## config.mk

```make
export PLATFORM = sky130hd
export DESIGN_NAME = adc_arbiter
export DESIGN_NICKNAME = d
export VERILOG_FILES = /design/src/rtl/adc_arbiter.sv
export SDC_FILE = /design/constraint.sdc
export NUM_CORES = 1
export LEC_CHECK = 0
export BUFFER_PORTS_ARGS = -buffer_cell sky130_fd_sc_hd__buf_2
export CAP_MARGIN = 20
export CORE_ASPECT_RATIO = 1.25
export CORE_MARGIN = 2
export CORE_UTILIZATION = 39
export CTS_BUF_LIST = sky130_fd_sc_hd__clkbuf_8
export CTS_CLUSTER_DIAMETER = 150
export DETAILED_ROUTE_END_ITERATION = 8
export SYNTH_ARGS = -nofsm -noshare
export SYNTH_HDL_FRONTEND = slang
export SYNTH_SLANG_ARGS = --single-unit
```

## constraint.sdc

```tcl
create_clock -name i_clk -period 2.7 [get_ports i_clk]
set_input_delay 0.54 -clock i_clk [delete_from_list [all_inputs] [get_ports i_clk]]
set_output_delay 0.54 -clock i_clk [all_outputs]
set_load 0.005 [all_outputs]
```

## src/rtl/adc_arbiter.sv

```systemverilog
// adc_arbiter -- round-robin arbiter that shares one ADC between four
// requesters. Requester i owns analog mux channel i. A transaction walks
// IDLE -> SETTLE -> START -> WAIT -> RESP -> IDLE.
//
// Ports
//   i_clk          system clock, rising edge
//   i_rst_n        asynchronous active-low reset
//   i_req[3:0]     level request per requester
//   o_ack[3:0]     one-hot, one-cycle completion pulse to the served requester
//   o_result       conversion value, valid with o_ack, held until next ack
//   o_err          set with o_ack when the conversion timed out
//   o_mux_sel      analog mux channel select
//   o_conv_start   one-cycle pulse requesting a conversion
//   i_conv_done    one-cycle pulse from the ADC front-end
//   i_conv_value   ADC sample, valid with i_conv_done
//   o_busy         high whenever the FSM is not in IDLE
//
// The ack/result/err/conv_start outputs are registered off the state, so
// they appear one cycle after the state that produces them. That gives
// req-rise to conv_start = SETTLE_CYCLES+2 and conv_done to ack = 2.
module adc_arbiter #(
  parameter int ADC_WIDTH      = 12,
  parameter int SETTLE_CYCLES  = 8,
  parameter int TIMEOUT_CYCLES = 1024
) (
  input  logic                 i_clk,
  input  logic                 i_rst_n,
  input  logic [3:0]           i_req,
  output logic [3:0]           o_ack,
  output logic [ADC_WIDTH-1:0] o_result,
  output logic                 o_err,
  output logic [1:0]           o_mux_sel,
  output logic                 o_conv_start,
  input  logic                 i_conv_done,
  input  logic [ADC_WIDTH-1:0] i_conv_value,
  output logic                 o_busy
);

  typedef enum logic [2:0] {
    S_IDLE, S_SETTLE, S_START, S_WAIT, S_RESP
  } state_t;

  // Counters load N-1 and run down to 0, so each phase lasts exactly N cycles.
  localparam logic [7:0]  SET_LOAD = 8'(SETTLE_CYCLES - 1);
  localparam logic [15:0] TMO_LOAD = 16'(TIMEOUT_CYCLES - 1);

  state_t               r_state, w_state_nxt;
  logic [1:0]           r_grant;
  logic [1:0]           r_rr;
  logic [7:0]           r_set_cnt;
  logic [15:0]          r_tmo_cnt;
  logic [ADC_WIDTH-1:0] r_cap_val;
  logic                 r_cap_err;

  logic [3:0]           r_ack;
  logic [ADC_WIDTH-1:0] r_result;
  logic                 r_err;
  logic [1:0]           r_mux_sel;
  logic                 r_conv_start;

  logic                 w_any;
  logic [1:0]           w_pick;
  logic [1:0]           w_idx;
  logic [3:0]           w_ack_nxt;
  logic [ADC_WIDTH-1:0] w_result_nxt;
  logic                 w_err_nxt;
  logic                 w_conv_start_nxt;

  // Round-robin pick: scan offsets high to low so the smallest offset from
  // r_rr that has a request wins.
  assign w_any = |i_req;

  always_comb begin
    w_pick = r_rr;
    w_idx  = r_rr;
    for (int i = 3; i >= 0; i--) begin
      w_idx = r_rr + 2'(i);
      if (i_req[w_idx]) w_pick = w_idx;
    end
  end

  // State register
  always_ff @(posedge i_clk or negedge i_rst_n) begin
    if (!i_rst_n) r_state <= S_IDLE;
    else          r_state <= w_state_nxt;
  end

  // Next-state logic
  always_comb begin
    w_state_nxt = r_state;
    case (r_state)
      S_IDLE:   if (w_any) w_state_nxt = S_SETTLE;
      S_SETTLE: if (r_set_cnt == 8'd0) w_state_nxt = S_START;
      S_START:  w_state_nxt = S_WAIT;
      // A done in the expiry cycle still leaves through here as a success.
      S_WAIT:   if (i_conv_done || r_tmo_cnt == 16'd0) w_state_nxt = S_RESP;
      S_RESP:   w_state_nxt = S_IDLE;
      default:  w_state_nxt = S_IDLE;
    endcase
  end

  // Grant, counters and conversion capture
  always_ff @(posedge i_clk or negedge i_rst_n) begin
    if (!i_rst_n) begin
      r_grant   <= 2'd0;
      r_rr      <= 2'd0;
      r_mux_sel <= 2'd0;
      r_set_cnt <= 8'd0;
      r_tmo_cnt <= 16'd0;
      r_cap_val <= '0;
      r_cap_err <= 1'b0;
    end else begin
      case (r_state)
        S_IDLE: begin
          if (w_any) begin
            r_grant   <= w_pick;
            r_mux_sel <= w_pick;
            r_set_cnt <= SET_LOAD;
          end
        end
        S_SETTLE: if (r_set_cnt != 8'd0) r_set_cnt <= r_set_cnt - 8'd1;
        S_START:  r_tmo_cnt <= TMO_LOAD;
        S_WAIT: begin
          if (i_conv_done) begin
            r_cap_val <= i_conv_value;
            r_cap_err <= 1'b0;
          end else if (r_tmo_cnt == 16'd0) begin
            r_cap_val <= '0;
            r_cap_err <= 1'b1;
          end else begin
            r_tmo_cnt <= r_tmo_cnt - 16'd1;
          end
        end
        // Served requester drops to lowest priority for the next pick.
        S_RESP:   r_rr <= r_grant + 2'd1;
        default:  ;
      endcase
    end
  end

  // Output logic (next values of the registered outputs)
  always_comb begin
    w_ack_nxt        = 4'd0;
    w_result_nxt     = r_result;
    w_err_nxt        = r_err;
    w_conv_start_nxt = 1'b0;
    case (r_state)
      S_START: w_conv_start_nxt = 1'b1;
      S_RESP: begin
        w_ack_nxt    = 4'b0001 << r_grant;
        w_result_nxt = r_cap_val;
        w_err_nxt    = r_cap_err;
      end
      default: ;
    endcase
  end

  always_ff @(posedge i_clk or negedge i_rst_n) begin
    if (!i_rst_n) begin
      r_ack        <= 4'd0;
      r_result     <= '0;
      r_err        <= 1'b0;
      r_conv_start <= 1'b0;
    end else begin
      r_ack        <= w_ack_nxt;
      r_result     <= w_result_nxt;
      r_err        <= w_err_nxt;
      r_conv_start <= w_conv_start_nxt;
    end
  end

  assign o_ack        = r_ack;
  assign o_result     = r_result;
  assign o_err        = r_err;
  assign o_mux_sel    = r_mux_sel;
  assign o_conv_start = r_conv_start;
  assign o_busy       = (r_state != S_IDLE);

endmodule

```

Yosys cells after proc, flatten, opt, wreduce, memory -nomap -nowiden --
Index checks and enable logic that the tools add are counted.
Storage, ports and cells: bits in registers 62, output and inout port bits 21, logic and storage cells 75
Operators by class: add/subtract/negate cells 6, order comparisons 4, eq/ne operators 10, shifts and indexed selects 1, mux-type cells 28, reduce and logical (&&, ||, !) cells 15
Operator list (number):
- 2-to-1 mux 16 bit | 2
- one-hot mux 16 bit (2 select lines) | 1
- 2-to-1 mux 12 bit | 2
- logical NOT 16 bit | 1
- 2-to-1 mux 8 bit | 2
- one-hot mux 8 bit (2 select lines) | 1
- subtractor 16 x 1 -> 16 bit (second input constant) | 1
- < comparator 2 x 3 -> 1 bit (second input constant) | 4
- != test 2 bit (second input constant) | 6
- one-hot mux 3 bit (4 select lines) | 1
- 2-to-1 mux 3 bit | 3
- AND reduction 3 bit | 3
- binary-select mux 1 bit (select 2 bit) | 4
- logical NOT 8 bit | 1
- 2-to-1 mux 2 bit | 4
- nonzero test 8 bit | 1
- subtractor 8 x 1 -> 8 bit (second input constant) | 1
- 2-to-1 mux 1 bit | 7
- == test 3 x 2 -> 1 bit (second input constant) | 2
- nonzero test 2 bit | 3
- adder 2 x 1 -> 2 bit (second input constant) | 2
- adder 2 bit (second input constant) | 2
- 2-to-1 mux 4 bit | 1
- AND reduction 2 bit | 2
- 7 further kinds | 7

Depth between registers and ports, before layout --
Gate-level depths: netlist of the first run.
depth after elaboration 7, mapped depth 7, gate-level depth less buffers 6

Worst setup path before layout of the first run --
Ideal clock, no wire load.
path type reg-to-reg, start register r_tmo_cnt[0], end register r_tmo_cnt[8], setup time 0.069 ns, arrival 2.149 ns, slack 0.482 ns, stages on the path, launching flop included 7, path buffers 0, cells stage by stage dfrtp_1 > inv_1 > ha_1 > or4b_4 > or4_4 > or4_1 > nand3_1
Between the ends: word-level cells in the longest chain between the ends 4
Ends and longest elaborated chain:
- start, declared | RTL line 51 | logic [15:0] r_tmo_cnt;
- start signal, assigned | RTL line 131 | r_tmo_cnt <= r_tmo_cnt - 16'd1;
- subtractor 16 x 1 -> 16 bit | RTL line 131
- 2-to-1 mux 16 bit | RTL line 127 | end else if (r_tmo_cnt == 16'd0) begin
- 2-to-1 mux 16 bit | RTL line 124 | if (i_conv_done) begin
- one-hot mux 16 bit (2 select lines) | RTL line 113 | case (r_state)
Several ways; a longest one is shown, not always the timed one. The select of a mux whose other input is x is not followed. A chain may end at the register's enable or synchronous reset.

Final worst setup path of the first run --
Same ends and word-level chain as after synthesis.

==> results of run 1 <==
## worst paths after layout
path	depth (start not counted)	slack, ps	endpoint	start
worst min-delay path	2	200	r_tmo_cnt[13]	i_rst_n
max in group asynchronous	2	2220	o_ack[2]	i_rst_n
worst max-delay path	6	360	r_tmo_cnt[8]	r_tmo_cnt[0]
worst min register to register	1	500	r_cap_val[10]	r_cap_val[10]
min in group i_clk	2	420	r_cap_val[1]	i_conv_value[1]
worst max register to register	6	360	r_tmo_cnt[8]	r_tmo_cnt[0]
## per-stage QoR
step	hold WS (ps)	std cells	total power, W	setup WS, ps	cell area (um^2)
floorplan	244.4	269	0.002008	481.9	2925
global placement	476.6	397	0.002283	438.2	3266
detailed placement	478.6	397	0.002312	369.3	3266
CTS	211.8	413	0.003352	356.1	3522
global route	227.1	413	0.003554	247.8	3522
finish	199.1	413	0.003314	357.7	3522
## Yosys cell counts, drive strengths merged (2+ instances only)
master and n:
a22o 12, and2 4, clkbuf 9, or4 11
nand3 6, nor3 8, nand2b 3, nand4 2
o21a 2, xor2 3, o211ai 6, dfrtp 62
nor4 7, buf 2, nor4b 2, nor2b 4
and4 2, and3 5, or3 5, inv 11
a21oi 13, o21ai 12, mux2i 3, o31ai 5
ha 7, mux2 13, and3b 2, nor2 17
nand2 13, o221ai 2
## layer usage
metal | vias up | global-route usage [%] | wire length, um
met5 | - | 0 | 0
met4 | 0 | 8.605 | 95
met3 | 9 | 3.315 | 284
met2 | 61 | 26.36 | 2894
met1 | 1088 | 20.75 | 2748
li1 | 1101 | - | -
## cell families after synthesis
kind of cell,after synthesis,synth area share (%)
AO/OA/AOI/OAI,62,14.71
XOR/XNOR,3,0.8984
adder cells (fa/ha/maj),7,2.994
buffers and inverters,23,2.994
flip-flops,62,53.04
multiplexers,16,6.031
AND/OR/NAND/NOR,96,19.33
## area by class of cell
type / instances / share of cell area [%]
clock buffer: 11 / 4.298
clock inverter: 5 / 2.984
inverter: 12 / 1.279
multi-input combinational: 184 / 36.52
sequential: 62 / 44.05
tap: 92 / 3.268
timing repair buffer: 47 / 7.602
## worst max-delay path, cell delays in order (launching register included)
cell and delay (ps):
sky130_fd_sc_hd__dfrtp_1 400, sky130_fd_sc_hd__inv_1 90, sky130_fd_sc_hd__ha_1 200, sky130_fd_sc_hd__or4b_4 510
sky130_fd_sc_hd__or4_4 510, sky130_fd_sc_hd__or4_1 480, sky130_fd_sc_hd__nand3_1 90
## state kept, by name, indices dropped and copies added (netlist names)
signal and cells:
o_mux_sel 2, r_cap_err 1, o_ack 4, r_rr 2
o_conv_start 1, o_err 1, r_state 3, r_set_cnt 8
r_cap_val 12, r_tmo_cnt 16, o_result 12
## where the power goes
group / internal (W) / switching [W]
clock: 0.000663 / 0.000366
sequential: 0.00120 / 0.000215
combinational: 0.000429 / 0.000442
total: 0.00229 / 0.00102
==> results.txt, run 1 <==
----------------------------------------------------
[Status]
  Outcome ... complete, no violations

[STA]
  Tightest Pin Transition ... 592.6 ps
  Shortest period the worst path allows ... 2342 ps
  Setup TNS Final ... 0 ps
  Layout Skew ... 8.436 ps
  Count of final setup violators ... 0
  Period Utilization, post-route ... 86.75%
  Final-report max-slew violation count ... 0
  Final Hold Fails ... 0
  Achievable frequency ... 426.9 MHz
  Unrepaired setup endpoints after global routing ... false
  Relative slew margins ... 60.13%

[Synth]
  Warnings, synthesis ... 0
  Instance count of the mapped netlist ... 269
  Ys flop type ... sky130_fd_sc_hd__dfrtp_1
  Flip-flop and latch count after synthesis ... 62
  Average footprint of a synthesized cell ... 10.87 um^2
  Net count after synthesis ... 295
  Share of the synthesized area in the top cell type ... 53.04%
  Fraction of the yosys area taken by sequential cells ... 53.04%
  Cell area after synthesis ... 2925 um^2
  Cells taking the most area after synthesis ... sky130_fd_sc_hd__dfrtp_1 (53%), sky130_fd_sc_hd__mux2_2 (5.0%), sky130_fd_sc_hd__a22o_1 (3.6%), sky130_fd_sc_hd__ha_1 (3.0%), sky130_fd_sc_hd__or4_1 (2.3%)
  Count of flip-flops with a built-in enable after synthesis ... 0
  Number of unique standard cell types used by synthesis ... 51
  Post-synth top area cell ... sky130_fd_sc_hd__dfrtp_1
  Async set or reset register ratio after synthesis ... 100.0%

[Global route]
  Gr ovfl total ... 0
  Pin count of the biggest net entering global routing ... 63
  First-pass GRT wire length ... 10,380 um
  Number of antenna violations at the first check in global routing ... 0
  Vias in the first global route ... 2,194
  Total Routing Usage GR ... 16.44%

[Worst setup path]
  Crit path kind ... flip-flop to flip-flop
  Data required time at the worst endpoint ... 2970 ps
  Kind of start point of the critical path ... flip-flop
  Critical path data arrival time ... 2610 ps
  Maximum fanout encountered on the critical timing path ... 5
  Category of the worst setup path capture point ... flip-flop

[Clocking]
  Count of hold-fix buffers inserted at cts ... 0
  Max H-tree Level ... 3
  Clock buffers created by TritonCTS ... 9
  Sinks on the clock net ... 62
  CTS tree ... built
  CTS resizes ... 0
  Skew-Pair Late Insertion Delay ... 340 ps
  Buffer levels on the longest clock path ... 2
  Clock-pin transition on the worst setup and hold timing paths ... 70 ps
  Post-CTS setup buffers ... 0
  Root Buffer ... sky130_fd_sc_hd__clkbuf_8

[Layout]
  Highest-count cells in the layout ignoring fill and taps ... sky130_fd_sc_hd__dfrtp_1 (62), sky130_fd_sc_hd__buf_2 (39), sky130_fd_sc_hd__nor2_1 (17)
  Final core utilization ... 48.16%
  Leading cell type in the layout, fill and taps excluded ... sky130_fd_sc_hd__dfrtp_1
  Area Overhead vs Synth ... 20.40%
  Area used by multi-input combinational logic ... 1286 um^2
  Number of inserted filler cells in the final layout ... 664
  Seq. cell area ... 1551 um^2
  Diodes inserted ... 0
  Proportion of layout cells with a drive suffix above 1 ... 25.55%
  Total Nets Final ... 342

[Floorplan]
  Vertical extent of the die ... 100.8 um
  Row count ... 35
  Starting density of the core ... 40.00%
  Total Die Area ... 8214 um^2
  Standard cell core area ... 7313 um^2
  Number of top-level pins ... 40
  Die Span X ... 81.47 um

[Detailed routing]
  Detailed Route Iter0 Violations ... 125
  DR vias/cell ... 5.470
  Detailed Route WL ... 6022 um
  Number of detailed-route iterations in the first pass ... 4
  Average routed wire per standard cell ... 14.58 um
  Number of vias in the routed layout ... 2,259
  Number of routed nets with antenna violations ... 0
  DRC violation count after routing ... 0

[Run]
  Maximum capacitance violations ... 0

[Placement]
  Quantity of I/O buffers inserted on ports ... 39
  Weighted congestion at the end of routability-driven global placement ... 0.8068
  Placed wire-length estimate ... 4153 um

[Pwr]
  Static power due to leakage ... 1.650 nW
  VDD IR max ... 0.5461 mV
  PD cells ... 940.8 nW/um^2

[Min path]
  Type of the most critical hold path ... input port to async pin

----------------------------------------------------
No activity file was read; power rests on OpenSTA's default activity.
==> inputs of run 2 (changes only) <==
--- a/config.mk
+++ b/config.mk
@@ -13,6 +13,7 @@
 export CTS_BUF_LIST = sky130_fd_sc_hd__clkbuf_8
 export CTS_CLUSTER_DIAMETER = 150
 export DETAILED_ROUTE_END_ITERATION = 8
+export GPL_TIMING_DRIVEN = 0
 export SYNTH_ARGS = -nofsm -noshare
 export SYNTH_HDL_FRONTEND = slang
 export SYNTH_SLANG_ARGS = --single-unit
==> run 2 against run 1 <==
Effect of this change:
- critical path type unchanged
- core utilization decreased by 0.55 points
- wire length increased by 4.4%
- register-to-register slack got worse by 40 ps
- non-clock buffer count increased by 5
- critical endpoint is now r_tmo_cnt[12]
==> results.txt, run 2 (synthesis gave the netlist of run 1 again) <==
----------------------------------------------------
[Floorplan]
  Row count ... 35 (unchanged)
  Total Die Area ... 8214 um^2 (unchanged)
  Vertical extent of the die ... 100.8 um (unchanged)
  Starting density of the core ... 40.00% (unchanged)
  Number of top-level pins ... 40 (unchanged)
  Die Span X ... 81.47 um (unchanged)
  Standard cell core area ... 7313 um^2 (unchanged)

[Global route]
  Routing usage on met3 ... 2.599% (-0.72 points)
  Pin count of the biggest net entering global routing ... 24 (-62%)
  Total Routing Usage GR ... 17.00% (+0.57 points)
  First-pass GRT wire length ... 10,700 um (+3.1%)
  Gr ovfl total ... 0 (unchanged)
  Met2 routing resource usage after global routing ... 26.73% (+0.38 points)
  Highest-utilization routing layer at the global route stage ... met2
  Number of antenna violations at the first check in global routing ... 0 (unchanged)
  Vias in the first global route ... 2,206 (+0.55%)
  GR Layer Usage met1 ... 22.84% (+2.1 points)

[Run]
  Maximum capacitance violations ... 0 (unchanged)

[Layout]
  Number of flip-flops under the largest register name ... 16 (unchanged)
  Register with the most flip-flops ... r_tmo_cnt
  Leading cell type in the layout, fill and taps excluded ... sky130_fd_sc_hd__dfrtp_1
  Area Overhead vs Synth ... 19.03%
  Proportion of layout cells with a drive suffix above 1 ... 23.62% (-1.9 points)
  Final Instance Area ... 3482 um^2 (-1.1%)
  Highest-count cells in the layout ignoring fill and taps ... sky130_fd_sc_hd__dfrtp_1 (62), sky130_fd_sc_hd__buf_2 (40), sky130_fd_sc_hd__nor2_1 (17)
  Diodes inserted ... 0 (unchanged)
  Total Nets Final ... 347 (+1.5%)
  Number of inserted filler cells in the final layout ... 678 (+2.1%)

[STA]
  Count of final setup violators ... 0 (unchanged)
  Final-report max-slew violation count ... 0 (unchanged)
  Achievable frequency ... 419.4 MHz (-1.8%)
  Setup TNS Final ... 0 ps (unchanged)
  Tightest Pin Transition ... 742.1 ps (+149.6 ps)
  Period Utilization, post-route ... 88.32% (+1.6 points)
  Final Hold Fails ... 0 (unchanged)
  Layout Skew ... 7.380 ps (-1.056 ps)
  Relative slew margins ... 50.07% (-10 points)
  Shortest period the worst path allows ... 2385 ps (+42.35 ps)
  Unrepaired setup endpoints after global routing ... false
  Final Hold Slack ... 132.9 ps (-66.18 ps)

[Placement]
  Weighted congestion at the end of routability-driven global placement ... 0.7569 (-6.2%)
  Quantity of I/O buffers inserted on ports ... 39 (unchanged)
  Placed wire-length estimate ... 4396 um (+5.8%)
  Placed standard-cell area ... 3283 um^2 (+0.54%)

[Worst setup path]
  CP max stage delay ... 630 ps (+120 ps)
  Cells traversed along the worst timing path ... inv_1 -> ha_1 -> or4b_4 -> nor4_1 -> and3b_1 -> mux2i_1
  Crit path kind ... flip-flop to flip-flop
  Maximum fanout encountered on the critical timing path ... 5 (unchanged)
  Critical path data arrival time ... 2650 ps (+40 ps)
  Buf+Inv Stages, Crit Path ... 1 (unchanged)
  Category of the worst setup path capture point ... flip-flop
  Slowest cell on crit path ... sky130_fd_sc_hd__nor4_1
  Dominant delay contributor by cell family on the critical path ... simple AND/OR/NAND/NOR gates
  Kind of start point of the critical path ... flip-flop
  Data required time at the worst endpoint ... 2970 ps (about the same)

[Detailed routing]
  Detailed Route Iter0 Violations ... 137 (+9.6%)
  Number of detailed-route iterations in the first pass ... 4 (unchanged)
  DR vias/cell ... 5.371 (-1.8%)
  Number of routed nets with antenna violations ... 0 (unchanged)
  Detailed Route WL ... 6287 um (+4.4%)
  Number of vias in the routed layout ... 2,245 (-0.62%)
  DRC violation count after routing ... 0 (unchanged)
  Average routed wire per standard cell ... 15.04 um (+3.2%)

[Clocking]
  CTS resizes ... 0 (unchanged)
  Sinks on the clock net ... 62 (unchanged)
  Clock buffers created by TritonCTS ... 9 (unchanged)
  Root Buffer ... sky130_fd_sc_hd__clkbuf_8
  Buffer levels on the longest clock path ... 2 (unchanged)
  Max H-tree Level ... 3 (unchanged)
  Skew-Pair Late Insertion Delay ... 340 ps (about the same)
  Post-CTS setup buffers ... 0 (unchanged)
  CTS tree ... built
  Count of hold-fix buffers inserted at cts ... 0 (unchanged)
  Clock-pin transition on the worst setup and hold timing paths ... 70 ps (about the same)

[Pwr]
  PD cells ... 895.4 nW/um^2 (-4.8%)
  VDD IR max ... 0.4735 mV (-13%)
  Static power due to leakage ... 1.614 nW (-2.2%)

[Status]
  Outcome ... complete, no violations

[Min path]
  Type of the most critical hold path ... input port to async pin

----------------------------------------------------
-- run 2: cell types whose count changed in the layout (fill, tap and decap cells not counted) --
cell / before / now
sky130_fd_sc_hd__buf_16: 0 / 1
sky130_fd_sc_hd__buf_4: 7 / 0
sky130_fd_sc_hd__bufinv_16: 3 / 1
sky130_fd_sc_hd__clkbuf_8: 11 / 9
sky130_fd_sc_hd__buf_1: 0 / 1
sky130_fd_sc_hd__clkinv_2: 0 / 1
sky130_fd_sc_hd__clkinvlp_4: 2 / 3
sky130_fd_sc_hd__clkinv_4: 0 / 2
sky130_fd_sc_hd__buf_2: 39 / 40
sky130_fd_sc_hd__clkbuf_1: 0 / 9
-- run 2: routing by layer --
layer,vias up,wire length (um)
li1,1106,-
met1,1088,2930
met2,40,3037
met3,11,200
met4,0,119
met5,-,0
-- run 2: path summary, 6_finish.rpt --
kind	start	to	slack (ps)	cells after the start
setup / recovery	r_tmo_cnt[0]	r_tmo_cnt[12]	320	6
hold / removal	i_rst_n	r_tmo_cnt[13]	130	1
setup reg to reg	r_tmo_cnt[0]	r_tmo_cnt[12]	320	6
hold reg to reg	r_cap_err	r_cap_err	500	2
max in group asynchronous	i_rst_n	r_state[2]	1890	3
min in group i_clk	i_conv_value[5]	r_cap_val[5]	420	2
-- run 2: power by group --
part	internal (W)	switching [W]	total (W)
sequential	0.00120	0.000200	0.00140
clock	0.000427	0.000381	0.000808
combinational	0.000430	0.000483	0.000913
-- run 2: final cells by class --
| cell class | instances | area [um^2] | area share, % |
|---|---|---|---|
| multi-input cells | 184 | 1286 | 36.94 |
| clock inverters | 7 | 75.07 | 2.156 |
| flip-flops and latches | 62 | 1551 | 44.56 |
| plain buffers | 11 | 42.54 | 1.222 |
| well taps | 92 | 115.1 | 3.306 |
| repair buffers | 41 | 242.7 | 6.971 |
| clock buffers | 9 | 123.9 | 3.557 |
| inverters | 12 | 45.04 | 1.294 |
-- run 2: through the flow --
stage	instances	setup slack (ps)	util (%)	total power, W
floorplan	269	481.9	-	0.002008
global placement	400	369.7	44.24	0.002280
detailed placement	402	334.3	44.89	0.002328
CTS	418	294.4	47.61	0.003153
global route	418	137.1	47.61	0.003349
finish	418	315.4	47.61	0.003118
